File: config.mk
export PLATFORM = sky130hd
export DESIGN_NAME = if_stage_fetch
export DESIGN_NICKNAME = d
export VERILOG_FILES = /design/src/rtl/cpu_pkg.sv /design/src/rtl/next_pc_sel.sv /design/src/rtl/if_stage_fetch.sv
export SDC_FILE = /design/constraint.sdc
export NUM_CORES = 1
export LEC_CHECK = 0
export CAP_MARGIN = 40
export CORE_ASPECT_RATIO = 1.1
export CORE_MARGIN = 10
export CORE_UTILIZATION = 34
export CTS_CLUSTER_DIAMETER = 50
export DETAILED_ROUTE_END_ITERATION = 8
export SKIP_LAST_GASP = 1
export SYNTH_ARGS = -nofsm -noshare
export SYNTH_HDL_FRONTEND = slang
export SYNTH_HIERARCHICAL = 1
export SYNTH_SLANG_ARGS = --single-unit
export TNS_END_PERCENT = 10
File: constraint.sdc
create_clock -name clk -period 3.4 [get_ports clk]
set_input_delay 0.85 -clock clk [delete_from_list [all_inputs] [get_ports clk]]
set_output_delay 0.85 -clock clk [all_outputs]
set_load 0.01 [all_outputs]
File: src/rtl/cpu_pkg.sv
`default_nettype none
// ============================================================================
//  Module   : cpu_pkg
//  Brief    : Shared opcodes, reset constants and fetch control bundle.
//  Revision : 1.0
// ============================================================================
package cpu_pkg;

    localparam int PC_W = 32;

    localparam logic [5:0] OPC_RTYPE = 6'b000000;
    localparam logic [5:0] OPC_J     = 6'b000010;
    localparam logic [5:0] OPC_JAL   = 6'b000011;
    localparam logic [5:0] OPC_BEQ   = 6'b000100;
    localparam logic [5:0] OPC_BNE   = 6'b000101;
    localparam logic [5:0] NOP_OPC   = 6'b100000;

    localparam logic [31:0] NOP_INSTR = {NOP_OPC, 26'd0};
    localparam logic [31:0] RESET_PC  = 32'h0000_0000;

    // Redirect/stall controls arriving from decode and the hazard unit.
    typedef struct packed {
        logic flush;
        logic pcsrc;
        logic to_pc_2;
        logic stall;
    } redirect_t;

endpackage : cpu_pkg
`default_nettype wire

File: src/rtl/next_pc_sel.sv
`default_nettype none
// ============================================================================
//  Module   : next_pc_sel
//  Brief    : Branch/jump target adder and next-PC priority mux.
//  Revision : 1.0
// ============================================================================
module next_pc_sel #(
    parameter int PC_W = 32
) (
    input  cpu_pkg::redirect_t i_ctrl,
    input  logic [PC_W-1:0]    i_pc,
    input  logic [PC_W-1:0]    i_ifid_pc4,
    input  logic [25:0]        i_ifid_index,
    input  logic [PC_W-1:0]    i_jr_target,
    output logic [PC_W-1:0]    o_next_pc,
    output logic [PC_W-1:0]    o_pc_plus4
);
    import cpu_pkg::*;

    logic [PC_W-1:0] w_br_offset;
    logic [PC_W-1:0] w_br_target;
    logic [PC_W-1:0] w_j_target;

    always_comb begin
        w_br_offset = {{(PC_W-18){i_ifid_index[15]}}, i_ifid_index[15:0], 2'b00};
        w_br_target = i_ifid_pc4 + w_br_offset;
        w_j_target  = {i_ifid_pc4[PC_W-1:28], i_ifid_index, 2'b00};
        o_pc_plus4  = i_pc + {{(PC_W-3){1'b0}}, 3'd4};

        // Redirects outrank the stall so a squash is never lost behind a hold.
        o_next_pc = o_pc_plus4;
        if (i_ctrl.flush && i_ctrl.pcsrc) begin
            o_next_pc = w_br_target;
        end else if (i_ctrl.flush && i_ctrl.to_pc_2) begin
            o_next_pc = w_j_target;
        end else if (i_ctrl.flush) begin
            o_next_pc = i_jr_target;
        end else if (i_ctrl.stall) begin
            o_next_pc = i_pc;
        end
    end

endmodule : next_pc_sel
`default_nettype wire

File: src/rtl/if_stage_fetch.sv
`default_nettype none
// ============================================================================
//  Module   : if_stage_fetch
//  Brief    : Instruction fetch, PC steering and IF/ID pipeline register.
//  Revision : 1.0
// ============================================================================
module if_stage_fetch #(
    parameter int              PC_W      = 32,
    parameter logic [PC_W-1:0] RESET_PC  = cpu_pkg::RESET_PC,
    parameter logic [31:0]     NOP_INSTR = cpu_pkg::NOP_INSTR
) (
    input  logic            clk,
    input  logic            rst,
    input  logic [31:0]     imem_instr,
    output logic [PC_W-1:0] imem_addr,
    input  logic            Stall,
    input  logic            FlushFlag,
    input  logic            PCsrc,
    input  logic            toPC_2,
    input  logic [PC_W-1:0] jr_target,
    output logic [31:0]     IFID_instr,
    output logic [PC_W-1:0] IFID_pc4,
    output logic            IFID_valid,
    output logic [15:0]     redirect_cnt
);
    import cpu_pkg::*;

    redirect_t       w_ctrl;
    logic [PC_W-1:0] w_next_pc;
    logic [PC_W-1:0] w_pc_plus4;

    logic [PC_W-1:0] r_pc_q;
    logic [PC_W-1:0] w_pc_d;
    logic [31:0]     r_ifid_instr_q;
    logic [31:0]     w_ifid_instr_d;
    logic [PC_W-1:0] r_ifid_pc4_q;
    logic [PC_W-1:0] w_ifid_pc4_d;
    logic            r_ifid_valid_q;
    logic            w_ifid_valid_d;
    logic [15:0]     r_redirect_cnt_q;
    logic [15:0]     w_redirect_cnt_d;

    always_comb begin
        w_ctrl.flush   = FlushFlag;
        w_ctrl.pcsrc   = PCsrc;
        w_ctrl.to_pc_2 = toPC_2;
        w_ctrl.stall   = Stall;
    end

    next_pc_sel #(
        .PC_W (PC_W)
    ) u_next_pc_sel (
        .i_ctrl       (w_ctrl),
        .i_pc         (r_pc_q),
        .i_ifid_pc4   (r_ifid_pc4_q),
        .i_ifid_index (r_ifid_instr_q[25:0]),
        .i_jr_target  (jr_target),
        .o_next_pc    (w_next_pc),
        .o_pc_plus4   (w_pc_plus4)
    );

    always_comb begin
        w_pc_d           = w_next_pc;
        w_ifid_instr_d   = r_ifid_instr_q;
        w_ifid_pc4_d     = r_ifid_pc4_q;
        w_ifid_valid_d   = r_ifid_valid_q;
        w_redirect_cnt_d = r_redirect_cnt_q;

        // The word fetched alongside a redirect is on the wrong path: replace it.
        if (FlushFlag) begin
            w_ifid_instr_d = NOP_INSTR;
            w_ifid_pc4_d   = '0;
            w_ifid_valid_d = 1'b0;
        end else if (!Stall) begin
            w_ifid_instr_d = imem_instr;
            w_ifid_pc4_d   = w_pc_plus4;
            w_ifid_valid_d = 1'b1;
        end

        if (FlushFlag && (r_redirect_cnt_q != 16'hFFFF)) begin
            w_redirect_cnt_d = r_redirect_cnt_q + 16'd1;
        end
    end

    always_ff @(posedge clk) begin
        if (rst) begin
            r_pc_q           <= RESET_PC;
            r_ifid_instr_q   <= NOP_INSTR;
            r_ifid_pc4_q     <= '0;
            r_ifid_valid_q   <= 1'b0;
            r_redirect_cnt_q <= 16'd0;
        end else begin
            r_pc_q           <= w_pc_d;
            r_ifid_instr_q   <= w_ifid_instr_d;
            r_ifid_pc4_q     <= w_ifid_pc4_d;
            r_ifid_valid_q   <= w_ifid_valid_d;
            r_redirect_cnt_q <= w_redirect_cnt_d;
        end
    end

    assign imem_addr    = r_pc_q;
    assign IFID_instr   = r_ifid_instr_q;
    assign IFID_pc4     = r_ifid_pc4_q;
    assign IFID_valid   = r_ifid_valid_q;
    assign redirect_cnt = r_redirect_cnt_q;

endmodule : if_stage_fetch
`default_nettype wire

==> flow_summary.yaml <==
cells_and_area:
  fillCellCount: 2193
  final-instance-count-excl-fill: 1407
  final_area_um2: 10300
  antennaDiodeCount: 0
  synthToLayoutAreaGrowth_pct: 35.1
  final_nets: 1201
  drive_gt1_share_pct: 8.18
sta:
  fin_ws_ns: 0.584
  report.final.slew_viol_count: 0
  fin_crit_sh_pct: 82.8
  worst_slew_margin_rel_pct: 56.6
  finalHoldWorstSlack_ns: 0.450
  max_freq_ghz: 0.355
  finalSetupTns_ns: 0
  report.final.hold_viol_count: 0
  finClkSkew_ns: 0.0102
  tightestPinTransition_ns: 0.651
  unrepaired_setup_endpoints_after_global_routing: "no"
  finalCriticalPeriod_ns: 2.82
  final_number_of_setup_violating_endpoints: 0
critical_path:
  critical_path.slowest_cell: "dfxtp_1"
  regToRegSetupSlack_ns: 0.58
  worstSetupStartpointType: "flop"
  worst-endpoint-arrival_ns: 3.11
  crit_chain: "buf_4, ha_1, o21a_1, a21oi_1, a21oi_1, nor3_1, o31ai_2, xnor2_1, a21oi_1, nor2b_1"
  crit_buf_inv: 1
  crit_required_ns: 3.70
  critPathMostFrequentCell: "a21oi_1"
  timing.critical_path.max_delay_family: "compound AO/OA/AOI/OAI gates"
  end_kind: "flop"
  criticalPathCategory: "reg2reg"
  critical_path.max_fanout: 11
  worst_path_largest_cell_delay_ns: 0.63
place:
  global_placement_routability_congestion: 0.880
  dp_hpwl_um: 20300
  placedCellCount: 1375
  placement.cell_area_um2: 9740
  port_buffers: 182
  placement.setup.worst_slack_ns: 0.630
routing:
  avgViaCountPerCell: 5.28
  drt_iter0_drc: 481
  drtPass1Iterations: 4
  post-route-drc-count: 0
  route.vias.total: 7425
  ant_nets: 0
  route.detailed.wl_per_inst_um: 19.1
  postRouteWirelength_um: 26800
clock_network:
  tritoncts.num_buffers: 17
  worstSkewPairLatency_ns: 0.42
  cts.path.max_buffers: 2
  cts.hold.buffers_added: 0
  root_buffer: "clkbuf_16"
  cts.sinks: 113
  postCtsResizedCells: 0
  clk_transition_reported_paths_ns: 0.06
  cts_tree: "yes"
  post-cts-setup-buffer-count: 0
  htree_num_levels: 4
logic_synthesis:
  synth_warnings: 6
  sequential_area_share_after_synthesis_pct: 29.6
  share_of_flip_flops_with_an_asynchronous_set_or_reset_pct: 0
  synth_top_cells_by_area: "dfxtp_1, mux2i_1, nor2_1"
  most_frequent_cell_after_synthesis: "nor2_1"
  synth_largest_type_area_fraction_pct: 29.6
  yosys.area.top_type: "dfxtp_1"
  post_synth.cell_area_avg_um2: 8.19
  edff_count_synth: 0
  ys_types: 73
  synthesis.area_um2: 7650
  synth.top_cells.by_count: "nor2_1, dfxtp_1, mux2i_1"
  post_synth_inst_count: 935
  ys_ff_latch: 113
  postSynthNetCount: 1037
  synth-main-ff-cell: "dfxtp_1"
global_routing:
  grt_start_max_net_pins: 33
  grt_overflow: 0
  antenna_found_initial: 0
  wire_length_of_the_first_global_routing_pass_um: 41700
  globalRouteTotalUtil_pct: 18.0
  first_global_vias: 7416
floorplan:
  core_um2: 22100
  die-width_um: 163
  dieArea_um2: 28900
  start_util_pct: 34.6
  core.rowCount: 57
  floorplan.io_pins: 183
  die_height_um: 177
hold_path:
  path_class_of_the_lowest_slack_min_delay_path: "reg2reg"
power_and_ir_drop:
  power.density_nw_per_um2: 375
  power.ir.vdd_worst_v: 0.000318
  static-leakage-power_nw: 4.06
flow_run:
  maxcap_viol_count: 0
run_status:
  run_status: "complete, no violations"
final timing paths:
kind	from	end	depth (start not counted)
max reg2reg	IFID_instr[15]$_SDFFE_PP0N_	imem_addr[28]$_SDFF_PP0_	10
min	IFID_valid$_SDFFE_PP0N_	IFID_valid$_SDFFE_PP0N_	2
max	IFID_instr[15]$_SDFFE_PP0N_	imem_addr[28]$_SDFF_PP0_	10
min reg2reg	IFID_valid$_SDFFE_PP0N_	IFID_valid$_SDFFE_PP0N_	2
logic make-up after synthesis:
kind of cell             share of synthesized area, %
AND/OR/NAND/NOR                                  23.0
AO/OA/AOI/OAI                                    16.0
multiplexers                                     13.4
buffers and inverters                            3.86
adder cells (fa/ha/maj)                          5.33
XOR/XNOR                                         8.92
flip-flops                                       29.6
layout make-up:
| class | instances | area (um^2) | share of cell area, % |
|---|---|---|---|
| multi-input cells | 752 | 5100 | 49.3 |
| inverters | 14 | 52.6 | 0.508 |
| flip-flops and latches | 113 | 2260 | 21.9 |
| clock buffers | 17 | 425 | 4.11 |
| well taps | 295 | 369 | 3.57 |
| repair buffers | 201 | 1960 | 19.0 |
| clock inverters | 15 | 173 | 1.67 |
power by group:
part | internal, mW | switching, mW
logic | 0.301 | 0.275
registers | 1.37 | 0.0680
clock network | 1.10 | 0.757
total | 2.78 | 1.10
placed cells by master (no fill, tap or decap), types with 7 or more instances in the layout:
cell,synthesis,layout
a211oi_1,14,14
a21oi_1,64,64
and2_1,7,7
and3_1,7,7
buf_4,3,19
clkbuf_16,0,17
clkdlybuf4s50_1,0,178
dfxtp_1,113,113
ha_1,31,31
inv_1,14,14
mux2i_1,93,93
nand2_1,62,62
nand3_1,28,28
nand4_1,15,15
nor2_1,130,130
nor2b_1,40,40
nor3_1,18,18
o21a_1,8,8
o21ai_0,49,49
xnor2_1,43,43
xor2_1,35,35
state kept, by name (all words and copies together), names as in the netlist:
register	count
IFID_instr	32
IFID_pc4	32
imem_addr	32
IFID_valid	1
redirect_cnt	16
through the flow:
stage                     util, %  power [mW]
after floorplan                 -        1.77
after global placement       44.1        2.04
after detailed placement     44.1        2.04
after CTS                    46.8        3.91
after global routing         46.8        4.02
final                        46.8        3.87
worst register-to-register path: cells and delay by family, from the launching register on:
kind | cells | cell delay, ns
AOI/OAI and AO/OA | 5 | 0.88
DFF | 1 | 0.63
and+or+nand+nor | 2 | 0.39
adders and majority gates | 1 | 0.36
buffers and inverters | 1 | 0.28
xor gates and xnor gates | 1 | 0.16
metal layers:
metal	up-vias	track usage (%)	routed length, um
li1	3644	-	-
met1	3577	21.9	11700
met2	189	31.2	13300
met3	15	4.33	1560
met4	0	4.40	252
met5	-	0	0
Note: power is estimated with default switching activity, not from simulation.
